===== src/rtl/la_readout_sequencer.sv =====
// Logic-analyzer dump: header word, then samples 0..cnt-1 read from RAM; RD_LAT+2 cycles per sample.
// valid/ready output holds a word until accepted; abort ends the dump via FIN without out_last.
module la_readout_sequencer #(
  parameter int          DEPTH   = 32,
  parameter int          AW      = 5,
  parameter int          RD_LAT  = 1,
  parameter logic [15:0] HDR_TAG = 16'hA55A
) (
  input  logic          clk,
  input  logic          reset,
  input  logic          start,
  input  logic          abort,
  input  logic [7:0]    la_status,
  output logic [AW-1:0] la_ai,
  input  logic [31:0]   la_dout,
  output logic [31:0]   out_data,
  output logic          out_valid,
  input  logic          out_ready,
  output logic          out_last,
  output logic          busy,
  output logic          done
);

  typedef enum logic [2:0] {
    S_IDLE, S_HDR, S_RADDR, S_RWAIT, S_PUSH, S_FIN
  } state_t;

  localparam logic [1:0]  LAT     = RD_LAT[1:0];
  localparam logic [AW:0] DEPTH_C = DEPTH[AW:0];
  localparam logic [AW:0] ONE     = {{AW{1'b0}}, 1'b1};

  state_t      r_state;
  state_t      w_next;
  logic [AW:0] r_cnt;
  logic [AW:0] r_index;
  logic [7:0]  r_status;
  logic [1:0]  r_wait;
  logic [31:0] r_data;
  logic [AW:0] w_snap;
  logic        w_hs;
  logic        w_last_idx;

  // Index is one bit wider than the address so a full buffer ends at DEPTH-1 without wrapping.
  assign la_ai      = r_index[AW-1:0];
  assign w_last_idx = (r_index == (r_cnt - ONE));
  assign w_hs       = out_valid & out_ready;

  always_comb begin
    w_snap = (AW+1)'(la_status[5:0]);
    if (int'(la_status[5:0]) > DEPTH) begin
      w_snap = DEPTH_C;
    end
  end

  always_comb begin
    out_valid = (r_state == S_HDR) || (r_state == S_PUSH);
    out_last  = ((r_state == S_HDR) && (r_cnt == '0)) ||
                ((r_state == S_PUSH) && w_last_idx);
    out_data  = (r_state == S_HDR) ? {HDR_TAG, 8'h00, r_status} : r_data;
    busy      = (r_state != S_IDLE) && (r_state != S_FIN);
    done      = (r_state == S_FIN);
  end

  always_ff @(posedge clk or negedge reset) begin
    if (!reset) begin
      r_state <= S_IDLE;
    end else begin
      r_state <= w_next;
    end
  end

  // Abort wins over a same-cycle handshake: the offered word is treated as not taken.
  always_comb begin
    w_next = r_state;
    unique case (r_state)
      S_IDLE:  if (start) w_next = S_HDR;
      S_HDR: begin
        if (abort)     w_next = S_FIN;
        else if (w_hs) w_next = (r_cnt == '0) ? S_FIN : S_RADDR;
      end
      S_RADDR: begin
        if (abort) w_next = S_FIN;
        else       w_next = (LAT == 2'd0) ? S_PUSH : S_RWAIT;
      end
      S_RWAIT: begin
        if (abort)                w_next = S_FIN;
        else if (r_wait == 2'd1)  w_next = S_PUSH;
      end
      S_PUSH: begin
        if (abort)     w_next = S_FIN;
        else if (w_hs) w_next = w_last_idx ? S_FIN : S_RADDR;
      end
      S_FIN:   w_next = S_IDLE;
      default: w_next = S_IDLE;
    endcase
  end

  always_ff @(posedge clk or negedge reset) begin
    if (!reset) begin
      r_cnt    <= '0;
      r_index  <= '0;
      r_status <= '0;
      r_wait   <= '0;
      r_data   <= '0;
    end else begin
      unique case (r_state)
        S_IDLE: begin
          if (start) begin
            r_cnt    <= w_snap;
            r_status <= la_status;
          end
        end
        S_HDR: begin
          if (w_hs && !abort) r_index <= '0;
        end
        S_RADDR: begin
          r_wait <= LAT;
          if (LAT == 2'd0) r_data <= la_dout;
        end
        S_RWAIT: begin
          r_wait <= r_wait - 2'd1;
          if (r_wait == 2'd1) r_data <= la_dout;
        end
        S_PUSH: begin
          if (w_hs && !abort && !w_last_idx) r_index <= r_index + ONE;
        end
        default: begin
        end
      endcase
    end
  end

endmodule


===== config.mk =====
export PLATFORM = sky130hd
export DESIGN_NAME = la_readout_sequencer
export DESIGN_NICKNAME = d
export VERILOG_FILES = /design/src/rtl/la_readout_sequencer.sv
export SDC_FILE = /design/constraint.sdc
export NUM_CORES = 1
export LEC_CHECK = 0
export CORE_AREA = 2 2 95 97
export CTS_BUF_LIST = sky130_fd_sc_hd__clkbuf_8
export CTS_CLUSTER_SIZE = 16
export DETAILED_ROUTE_END_ITERATION = 7
export DIE_AREA = 0 0 97 99
export PLACE_DENSITY_LB_ADDON = 0.15
export RECOVER_POWER = 25
export SYNTH_ARGS = -nofsm -noshare
export SYNTH_HDL_FRONTEND = slang
export SYNTH_SLANG_ARGS = --single-unit

===== constraint.sdc =====
create_clock -name clk -period 7.1 [get_ports clk]
set_input_delay 1.42 -clock clk [delete_from_list [all_inputs] [get_ports clk]]
set_output_delay 1.42 -clock clk [all_outputs]
set_load 0.01 [all_outputs]

==> out/metrics.cfg <==
[worst_setup_path]
cp.required_ns = 5.68
cpPeakStageDelay_ns = 0.53
cp.arrival_ns = 2.95
crit_path_frequent_cell = inv_1
path_delay_family = compound AO/OA/AOI/OAI gates
path_cells = inv_1, ha_1, o21ba_1, a221oi_2, a41oi_2, nor4_4, a21oi_1, inv_1, clkdlybuf4s50_1
end_kind = output pin
crit_path_top_delay_cell = clkdlybuf4s50_1
worst_setup_path_start_kind = flop
crit_buf_inv = 3
crit_type = flop to output pin
cp_max_fo = 9

[final_layout]
multi_input_area_um2 = 1400
areaGrowthSynthToFinish_pct = 37.7
drive_gt1_share_pct = 23.8
regArea_um2 = 1430
instances_no_fill = 453
fillCellCount = 826
nets = 389
antenna_cells = 0

[pwr]
p_sw_mw = 0.694
pwr-share-clk_pct = 15.5
vdd_ir_drop_max_uv = 205
power_mw = 1.95
internal-power_mw = 1.26
p_comb_share_pct = 53.6
swShare_pct = 35.6
leakage_nw = 1.65
p_seq_share_pct = 30.9
powerDensity_nw_per_um2 = 483

[logic_synthesis]
synth_flop_cell = dfrtp_1
avgSynthCellArea_um2 = 11.3
ys_seq_area_share_pct = 48.6
synth_edf_count = 0
yosys_warnings = 0
synthTopCellsByArea = dfrtp_1, mux2_2, nor2b_1
yosysTopAreaCell = dfrtp_1
synthArstFlopShare_pct = 100
synth_top_area_share_pct = 48.6
synthesis.nets = 308
synth_seq_cells = 57
synth_cell_type_count = 42
synth_area_um2 = 2930
synthesis.instances = 259

[drt]
drt_iter0_drc = 78
routed_via_density = 4.84
wirelength_mm = 6.43
final_antenna_net_count = 0
vias = 2194
first_pass_iters = 4
drc = 0
wl_per_cell_um = 14.2

[clock_network]
clk_path_buf_depth = 2
postCtsSetupBuffers = 0
root_buffer = clkbuf_8
clk_transition_reported_paths_ns = 0.07
cts_tree = yes
clk_latency_ns = 0.34
htree_levels = 3
cts_made_buffers = 9
hold_buffers = 0
cts_repair_resize_count = 0
clock_sinks = 57

[place]
gp_congestion = 0.842
hpwl_mm = 4.40
port_buffers = 85
dp_cells = 437

[die]
core_um2 = 8550
die_w_um = 97
ioPinCount = 86
die_area_um2 = 9600
die_h_um = 99
rows = 34
start_util_pct = 34.3

[global_routing]
grt_start_max_net_pins = 58
grt_pass1_wl_mm = 11.1
grt_pass1_vias = 2361
globalRouteOverflowTotal = 0
track_usage_pct = 14.4
antenna_found_initial = 0

[sta]
final_hold_viol_count = 0
period_needed_ns = 4.37
relSlewSlack_pct = -104
min_period_over_period_pct = 61.5
max_freq_ghz = 0.229
rsz0062_at_grt = no
setup-violations-final = 0
fin_skew_ns = 0.00410
slew_viol_final = 58
worstMarginPinSlew_ns = 3.07
setup-tns-final_ns = 0

[run_status]
violations = max-capacitance violations, max-slew violations
outcome = complete, but fails checks

[min_path]
hold_class = flop to flop

[run]
maxCapViolCount = 1

## final timing paths
path / startpoint / end / slack [ns] / cells past startpoint
worst max-delay path: r_cnt[0] / out_last / 2.73 / 9
worst min-delay path: r_wait[1] / r_wait[1] / 0.48 / 2
worst max register to register: r_cnt[0] / r_index[5] / 4.66 / 8
worst min register to register: r_wait[1] / r_wait[1] / 0.48 / 2
max in group asynchronous: reset / r_data[20] / 3.19 / 2
min in group asynchronous: reset / r_index[3] / 2.18 / 2
## area by class of cell
cell class	count	area share (%)
clock buffer	10	3.41
timing repair buffer	87	21.2
multi-input combinational	179	34.7
tap	108	3.35
clock inverter	6	1.43
sequential	57	35.3
inverter	6	0.558
## power groups by stage
stage / Clock [mW] / Combinational [mW] / Sequential, mW
finish: 0.303 / 1.05 / 0.603
global route: 0.331 / 1.15 / 0.628
CTS: 0.317 / 1.06 / 0.605
detailed placement: 0 / 1.06 / 0.609
global placement: 0 / 1.06 / 0.602
floorplan: 0 / 0.666 / 0.554
## layout by cell type, fill, tap and decap left out, types with 2 or more instances in the layout
master / instances
or4_1: 2
xor2_1: 3
a21oi_1: 9
ha_1: 4
nor3_1: 4
inv_1: 6
clkinv_2: 4
clkdlybuf4s50_1: 84
o21ai_0: 10
nand2b_1: 6
or2_2: 8
nor2_1: 8
a31oi_1: 2
nand3_1: 4
o31ai_1: 3
and2_1: 3
nor2b_1: 18
or3_1: 2
clkbuf_8: 10
nand4_1: 2
xnor2_1: 6
mux2_2: 50
nand2_1: 17
dfrtp_1: 57
## cell families after synthesis
logic type	synth area share, %
simple gates	15.8
compound gates	7.72
buf+inv	3.88
mux	19.6
fa+ha+maj	1.71
flops	48.6
xor+xnor	2.69
## state kept, by name, summed over array words and instances (netlist names)
| register | flops |
|---|---|
| r_index | 6 |
| r_wait | 2 |
| r_data | 32 |
| r_state | 3 |
| r_status | 8 |
| r_cnt | 6 |
## layer usage
| layer | part of all wire [%] | wire length (µm) | track usage (%) |
|---|---|---|---|
| met1 | 44 | 2830 | 17.4 |
| met2 | 45 | 2920 | 22.5 |
| met3 | 8.8 | 569 | 7.38 |
| met4 | 1.7 | 108 | 4.88 |
| met5 | 0 | 0 | 0 |
## cells in the mapped netlist, types with 2 or more instances
library cell	instances
nand2_1	17
or3_1	2
nor2_1	8
nand3_1	5
xnor2_1	6
mux2_2	50
o31ai_1	3
nor3_1	5
ha_1	4
or4_1	2
xor2_1	3
buf_4	5
inv_1	6
dfrtp_1	57
nand2b_1	6
nand4_1	2
and2_1	3
a31oi_1	2
a21oi_1	9
nor2b_1	18
clkbuf_1	9
o21ai_0	10
or2_2	8
## worst reg2reg max path, delay by kind of cell (launching register included)
family                     cells  cell delay [ns]
muxes                          1             0.33
adders and majority gates      1             0.26
buffers and inverters          1             0.09
AOI/OAI and AO/OA              3             0.57
DFF                            1             0.44
and+or+nand+nor                2             0.62
## stage by stage
stage | setup WS (ns) | cell area (µm²) | hold slack (ns) | util [%]
global placement | 3.17 | 3850 | 0.470 | 45.0
global route | 2.43 | 4040 | 0.507 | 47.2
floorplan | 3.78 | 2930 | 0.450 | -
finish | 2.73 | 4040 | 0.484 | 47.2
detailed placement | 3.08 | 3850 | 0.476 | 45.0
CTS | 2.71 | 4040 | 0.492 | 47.3
(Power assumes the default switching activity.)
